[config.mk]
export PLATFORM = sky130hd
export DESIGN_NAME = imem_loader
export DESIGN_NICKNAME = d
export VERILOG_FILES = /design/src/rtl/imem_loader.sv
export SDC_FILE = /design/constraint.sdc
export NUM_CORES = 1
export LEC_CHECK = 0
export BUFFER_PORTS_ARGS = -buffer_cell sky130_fd_sc_hd__buf_2
export CAP_MARGIN = 20
export CORE_MARGIN = 10
export CORE_UTILIZATION = 28
export DETAILED_ROUTE_END_ITERATION = 8
export SYNTH_ARGS = -nofsm -noshare
export SYNTH_HDL_FRONTEND = slang
export SYNTH_SLANG_ARGS = --single-unit
[constraint.sdc]
create_clock -name clk_i -period 2.2 [get_ports clk_i]
set_input_delay 0.44 -clock clk_i [delete_from_list [all_inputs] [get_ports clk_i]]
set_output_delay 0.44 -clock clk_i [all_outputs]
set_load 0.01 [all_outputs]
[src/rtl/imem_loader.sv]
// imem_loader: boot-time program loader for the single-cycle datapath.
// Receives a big-endian byte stream (2-byte length header followed by
// 16-bit words, high byte first) over a valid/ready handshake. It writes
// each assembled word into instruction memory, starting at address 0.
// The datapath is held in reset (cpu_run_o = 0) until a load finishes
// cleanly.
//
// Handshake: a byte moves on a rising clk edge when byte_valid_i and
// byte_ready_o are both high. byte_ready_o is a registered (Moore) output.
// It is high only while the loader is waiting for a header or data byte.
// The producer may hold byte_valid_i low for any number of cycles. The
// loader never times out a stalled producer.
module imem_loader #(
    parameter int ADDR_W = 10,
    parameter int DEPTH  = 1024
) (
    input  logic              clk_i,
    input  logic              rst_ni,
    input  logic              start_i,
    input  logic [7:0]        byte_in_i,
    input  logic              byte_valid_i,
    output logic              byte_ready_o,
    output logic              imem_we_o,
    output logic [ADDR_W-1:0] imem_addr_o,
    output logic [15:0]       imem_wdata_o,
    output logic              cpu_run_o,
    output logic              done_o,
    output logic              error_o,
    output logic [2:0]        state_o,
    output logic [10:0]       word_cnt_o
);

    typedef enum logic [2:0] {
        S_IDLE    = 3'd0,
        S_LEN_HI  = 3'd1,
        S_LEN_LO  = 3'd2,
        S_DATA_HI = 3'd3,
        S_DATA_LO = 3'd4,
        S_WRITE   = 3'd5,
        S_DONE    = 3'd6,
        S_ERR     = 3'd7
    } state_e;

    // The length field is 11 bits wide. Widening it by one bit lets a
    // header of 2047 compare correctly against DEPTH.
    localparam logic [11:0] DEPTH_W = 12'(DEPTH);

    state_e              state_q, state_d;
    logic [10:0]         len_q, len_d;
    logic [10:0]         cnt_q, cnt_d;
    logic [ADDR_W-1:0]   addr_q, addr_d;
    logic [15:0]         wdata_q, wdata_d;
    logic                ready_q, we_q, run_q, done_q, err_q;

    logic                xfer;
    logic [10:0]         hdr_len;
    logic [10:0]         cnt_inc;

    assign xfer    = byte_valid_i && ready_q;
    assign hdr_len = {len_q[10:8], byte_in_i};
    assign cnt_inc = cnt_q + 11'd1;

    // Next-state and datapath update rules for the load sequence.
    always_comb begin
        state_d = state_q;
        len_d   = len_q;
        cnt_d   = cnt_q;
        addr_d  = addr_q;
        wdata_d = wdata_q;
        case (state_q)
            S_IDLE, S_DONE, S_ERR: begin
                // Every load starts again at address 0 with a fresh count.
                if (start_i) begin
                    state_d = S_LEN_HI;
                    len_d   = 11'd0;
                    cnt_d   = 11'd0;
                    addr_d  = '0;
                end
            end
            S_LEN_HI: begin
                // Only the low 3 bits of the high length byte are used.
                if (xfer) begin
                    len_d[10:8] = byte_in_i[2:0];
                    state_d     = S_LEN_LO;
                end
            end
            S_LEN_LO: begin
                if (xfer) begin
                    len_d = hdr_len;
                    if (hdr_len == 11'd0) begin
                        state_d = S_DONE;
                    end else if ({1'b0, hdr_len} > DEPTH_W) begin
                        state_d = S_ERR;
                    end else begin
                        state_d = S_DATA_HI;
                    end
                end
            end
            S_DATA_HI: begin
                if (xfer) begin
                    wdata_d[15:8] = byte_in_i;
                    state_d       = S_DATA_LO;
                end
            end
            S_DATA_LO: begin
                if (xfer) begin
                    wdata_d[7:0] = byte_in_i;
                    state_d      = S_WRITE;
                end
            end
            S_WRITE: begin
                // The address moves on only when another word follows, so
                // after the last word it still points at the last write.
                cnt_d = cnt_inc;
                if (cnt_inc == len_q) begin
                    state_d = S_DONE;
                end else begin
                    addr_d  = addr_q + ADDR_W'(1);
                    state_d = S_DATA_HI;
                end
            end
            default: begin
                state_d = S_IDLE;
            end
        endcase
    end

    // State and datapath registers. Outputs are decoded from the next
    // state, so each one is a clean registered level.
    always_ff @(posedge clk_i or negedge rst_ni) begin
        if (!rst_ni) begin
            state_q <= S_IDLE;
            len_q   <= 11'd0;
            cnt_q   <= 11'd0;
            addr_q  <= '0;
            wdata_q <= 16'd0;
            ready_q <= 1'b0;
            we_q    <= 1'b0;
            run_q   <= 1'b0;
            done_q  <= 1'b0;
            err_q   <= 1'b0;
        end else begin
            state_q <= state_d;
            len_q   <= len_d;
            cnt_q   <= cnt_d;
            addr_q  <= addr_d;
            wdata_q <= wdata_d;
            ready_q <= (state_d == S_LEN_HI)  || (state_d == S_LEN_LO) ||
                       (state_d == S_DATA_HI) || (state_d == S_DATA_LO);
            we_q    <= (state_d == S_WRITE);
            run_q   <= (state_d == S_DONE);
            done_q  <= (state_d == S_DONE);
            err_q   <= (state_d == S_ERR);
        end
    end

    assign byte_ready_o = ready_q;
    assign imem_we_o    = we_q;
    assign imem_addr_o  = addr_q;
    assign imem_wdata_o = wdata_q;
    assign cpu_run_o    = run_q;
    assign done_o       = done_q;
    assign error_o      = err_q;
    assign state_o      = state_q;
    assign word_cnt_o   = cnt_q;

endmodule
### After elaboration in Yosys (flattened, before gate mapping)

Index checks and enable logic that the tools add are counted.

* add/subtract/negate cells: 2
* reduce and logical (&&, ||, !) cells: 16
* magnitude comparators: 1
* bitwise gates (word level): 1
* eq/ne operators: 19
* multiplexer cells: 18

Operators with widths (count)
* $mux W3: 9
* $eq A3 B3 Y1 const B: 8
* $pmux W11 S2: 1
* $mux W10: 2
* $pmux W10 S2: 1
* $pmux W3 S6: 1
* $pmux W8 S2: 1
* $eq A3 B2 Y1 const B: 4
* $add A11 B1 Y11 const B: 1
* $eq A11 B11 Y1: 1
* $gt A11 B11 Y1 const B: 1
* $logic_not A11 Y1: 1
* $mux W11: 1
* $add A10 B1 Y10 const B: 1
* $pmux W3 S3: 1
* $mux W8: 1
* $ne A2 B2 Y1 const B: 4
* $eq A3 B1 Y1 const B: 2
* $reduce_and A2 Y1: 3
* $reduce_and A3 Y1: 2
* $reduce_bool A2 Y1: 3
* $reduce_and A4 Y1: 1
* $logic_not A3 Y1: 1
* $logic_or A1 B1 Y1: 3
* other kinds (3): 3

* input port bits: 12
* flip-flop bits (word level): 55
* logic and storage cells: 68
* output and inout port bits: 45

### Depth between registers and ports, before layout

* word-level depth: 9
* mapped depth: 11
* mapped depth without buffers: 8

### Least setup slack after synthesis

No wires, ideal clock.

* kind: reg-to-reg
* start point: register cnt_q[0], in the netlist word_cnt_o[0]
* end point: register ready_q, in the netlist byte_ready_o
* arrival time: 2311 ps
* path buffers: 2
* stages on the path, launching flop included: 11
* path slack: -236 ps
* path through: dfrtp_1 > ha_1 > buf_2 > and2_1 > buf_2 > nand3_1 > xnor2_1 > o2111ai_1 > nor4_4 > a21oi_2 > mux2_2

* word-level cells in the longest chain between the ends: 8

Ends and longest elaborated chain
* start, declared: line 50 `logic [10:0] cnt_q, cnt_d;`
* start signal, assigned: line 145 `cnt_q <= cnt_d;`
* $add A11 B1 Y11 *: line 61 `assign cnt_inc = cnt_q + 11'd1;`
* $eq A11 B11 Y1 *: line 115 `if (cnt_inc == len_q) begin`
* $mux W3 *: line 115
* $pmux W3 S6 *: line 70 `case (state_q)`
* $eq A3 B1 Y1 or $eq A3 B2 Y1 (tied branches): line 148 `ready_q <= (state_d == S_LEN_HI) || (state_d == S_LEN_LO) ||`
* $logic_or A1 B1 Y1 (2 in series): line 148
* $logic_or A1 B1 Y1 *: line 149 `(state_d == S_DATA_HI) || (state_d == S_DATA_LO);`
* end signal, assigned: line 148
* end, declared: line 53 `logic ready_q, we_q, run_q, done_q, err_q;`

Mark *: on every way between the ends. The rest lies on a longest branch, timed or not.
A chain may end at the register's enable or synchronous reset.

### Final worst setup path

* start point: register cnt_q[4], in the netlist word_cnt_o[4]
* end point: register ready_q, in the netlist byte_ready_o

Same word-level chain as after synthesis.

==> results.yml <==
run_status:
  status: "finished, violations left"
  failed_checks: "setup timing"
die:
  io_pins: 57
  std_cell_rows: 37
  die_x_um: 122
  floorplan.die.height_um: 122
  placeableCoreArea_mm2: 0.0102
  initial_utilization: 0.286
  dieArea_mm2: 0.0149
clock_network:
  cts.path.max_buffers: 2
  tritoncts: "done"
  cts_sinks: 55
  tritoncts_buffers: 5
  postCtsHoldBufs: 0
  clock_latency_at_the_later_pin_of_the_worst_skew_pair_ps: 310
  cts_root_buf: "sky130_fd_sc_hd__clkbuf_8"
  clk_pin_slew_ps: 110
  htree_levels: 2
timing:
  timing_worst_slew_pin_value_ps: 700
  holdWs_ps: 167
  max_freq_mhz: 448
  final.setup_skew_ps: 6.53
  slew_viol_final: 0
  min_period_over_period: 1.01
  setup_viol_count_final: 2
  setup_repair_after_global_routing_missed_its_margin: "true"
  setup_ws_ps: -30.2
  timing.max_slew.rel_slack: 0.534
  post-route-min-period_ps: 2230
  totalNegativeSetupSlack_ps: -33.9
  report.final.hold_viol_count: 0
grt:
  grt_pass1_vias: 2557
  antenna_found_initial: 0
  grt.overflow.total: 0
  grt_first_pass_wirelength_um: 13000
  grt_usage: 0.105
  grt_max_degree: 32
run:
  cap_viol_max_count: 0
final_layout:
  area.sequential_mm2: 0.00139
  final_cell_count_no_fill: 540
  finish.instance_area_mm2: 0.00393
  layout_commonest_cell: "sky130_fd_sc_hd__buf_2"
  diodes: 0
  syn_to_layout_area_delta_pct: 34.4
  layout.nets: 417
  layout.filler_cells: 1020
  multiInputGateArea_mm2: 0.00154
  final_cell_mix: "56 x sky130_fd_sc_hd__buf_2, 53 x sky130_fd_sc_hd__buf_4, 48 x sky130_fd_sc_hd__dfrtp_1, 41 x sky130_fd_sc_hd__nand2_1, 31 x sky130_fd_sc_hd__o21ai_0"
  drive_gt1_frac: 0.416
routing:
  antenna_violating_nets_post_route: 0
  dr.first_iter.drc_count: 136
  post_drt_via_cell_ratio: 4.84
  dr.pass1.iters: 4
  drt-wirelength-per-cell_um: 14.5
  drc_markers: 0
  wirelength_um: 7840
  routed-via-count: 2616
critical_path:
  critPathCaptureType: "register"
  rr_endpoint: "byte_ready_o$_DFF_PN0_"
  critical_path_peak_fanout: 7
  timing.critical_path.slowest_cell_delay_ps: 490
  depth_of_the_worst_register_to_register_path: 8
  r2r_start: "word_cnt_o[4]$_DFFE_PN0P_"
  worst_setup_path_start_kind: "register"
  timing.critical_path.slowest_stage_cell: "sky130_fd_sc_hd__dfrtp_2"
  critPathArrivalTime_ps: 2430
  path_common_cell: "sky130_fd_sc_hd__buf_4"
  timing_worst_setup_path_type: "reg2reg"
  cells_along_the_critical_path: "buf_4 > maj3_2 > o22ai_1 > o21ai_1 > nor4_4 > buf_4 > a21oi_2 > mux2_4"
  cp.required_ps: 2400
  regToRegSetupSlack_ps: -30
synthesis:
  synth_area_per_cell_um2: 9.71
  synth_seq_cells: 55
  cell_area_after_technology_mapping_mm2: 0.00292
  share_of_synthesized_area_occupied_by_flip_flops_and_latches: 0.471
  syn_inst_count: 301
  asyncSetResetFlopFracSynth: 1.00
  synth_enable_flop_cells: 0
  synth_flop_cell: "sky130_fd_sc_hd__dfrtp_1"
  ys.warnings.count: 0
  synthesis.nets: 315
  yosys.cell_types.count: 47
power:
  static-leakage-power_nw: 1.85
  power-per-cell-area_mw_per_mm2: 1080
  totalPowerFinal_mw: 4.24
  irDropWorstVdd_uv: 504
placed_design:
  place.port_buffers: 56
  postPlaceCellArea_mm2: 0.00371
  finalWeightedCongestion: 0.897
  dp_hpwl_um: 6080
  dpl.cell_count: 523
worst_hold_path:
  worstHoldPathType: "in2async"
==> worst max-delay path: cells and delay by family (launching register included) <==
family	cells	cell delay, ps
flops	1	490
buf+inv	2	350
simple gates	1	350
compound gates	3	330
fa+ha+maj	1	290
mux	1	290
==> through the flow <==
step	util	setup WS (ps)
floorplan	-	-22.2
global placement	0.362	-66.9
detailed placement	0.362	-185
CTS	0.381	-2.98
global route	0.384	-119
finish	0.384	-30.2
==> final cells by class <==
cell class,count,share of cell area
inverters,9,0.00860
repair buffers,111,0.178
flip-flops and latches,55,0.353
clock inverters,3,0.00701
multi-input cells,221,0.393
clock buffers,5,0.0175
well taps,136,0.0433
==> power breakdown <==
part	leakage, nW	internal (mW)	switching, mW
Sequential	0.720	1.32	0.284
Clock	0.0467	0.237	0.367
Combinational	1.08	0.989	1.04
==> metal layers <==
metal | up-vias | part of all wire | GRT usage
met5 | - | 0 | 0
met4 | 0 | 0.0094 | 0.0214
met3 | 6 | 0.048 | 0.0268
met2 | 48 | 0.49 | 0.175
met1 | 1274 | 0.45 | 0.134
li1 | 1288 | - | -
==> sequential cells by signal, summed over array words and instances, names as in the netlist <==
name,count
done_o,1
imem_we_o,1
len_q,11
state_o,3
byte_ready_o,1
error_o,1
imem_wdata_o,16
word_cnt_o,11
imem_addr_o,10
==> Yosys cell counts, types with 3 or more instances <==
master	n	area (µm²)
sky130_fd_sc_hd__o211ai_1	5	37.5
sky130_fd_sc_hd__xor2_1	5	43.8
sky130_fd_sc_hd__o41ai_1	3	26.3
sky130_fd_sc_hd__and3_1	4	25.0
sky130_fd_sc_hd__dfrtp_1	55	1380
sky130_fd_sc_hd__inv_1	9	33.8
sky130_fd_sc_hd__a21oi_1	11	55.1
sky130_fd_sc_hd__o21ai_0	32	160
sky130_fd_sc_hd__buf_2	3	15.0
sky130_fd_sc_hd__nor4_1	3	18.8
sky130_fd_sc_hd__mux2_2	17	191
sky130_fd_sc_hd__o31ai_1	9	67.6
sky130_fd_sc_hd__clkbuf_1	9	33.8
sky130_fd_sc_hd__and2_1	3	18.8
sky130_fd_sc_hd__or4_1	4	30.0
sky130_fd_sc_hd__nand2b_1	4	25.0
sky130_fd_sc_hd__mux2i_1	5	50.1
sky130_fd_sc_hd__nor2_1	17	63.8
sky130_fd_sc_hd__xnor2_1	9	78.8
sky130_fd_sc_hd__nand3_1	11	55.1
sky130_fd_sc_hd__a31oi_1	5	31.3
sky130_fd_sc_hd__buf_4	3	22.5
sky130_fd_sc_hd__nand4_1	4	25.0
sky130_fd_sc_hd__nor3_1	3	15.0
sky130_fd_sc_hd__nand2_1	41	154
==> how the worst max path moves through the flow <==
stage                                          from  cells after the start                          to  slack, ps
after CTS                 word_cnt_o[0]$_DFFE_PN0P_                      8      byte_ready_o$_DFF_PN0_         -3
after global placement    word_cnt_o[1]$_DFFE_PN0P_                      9  imem_addr_o[3]$_DFFE_PN0P_        -70
after floorplan           word_cnt_o[0]$_DFFE_PN0P_                     10      byte_ready_o$_DFF_PN0_        -20
after global routing      word_cnt_o[0]$_DFFE_PN0P_                      8      byte_ready_o$_DFF_PN0_       -120
final                     word_cnt_o[4]$_DFFE_PN0P_                      8      byte_ready_o$_DFF_PN0_        -30
after detailed placement  word_cnt_o[1]$_DFFE_PN0P_                      9  imem_addr_o[3]$_DFFE_PN0P_       -180
==> timing repair <==
action	4_1_cts	5_1_grt
pin swaps	10	6
setup endpoints to repair	10	11
resized for setup	11	9
setup buffers	9	0
==> cells by family after synthesis <==
| logic type | Yosys count | synth area share |
|---|---|---|
| compound gates | 77 | 0.162 |
| xor+xnor | 14 | 0.0420 |
| fa+ha+maj | 3 | 0.0124 |
| buf+inv | 25 | 0.0398 |
| flops | 55 | 0.471 |
| mux | 22 | 0.0826 |
| simple gates | 105 | 0.190 |
No activity file was read; power rests on OpenSTA's default activity.
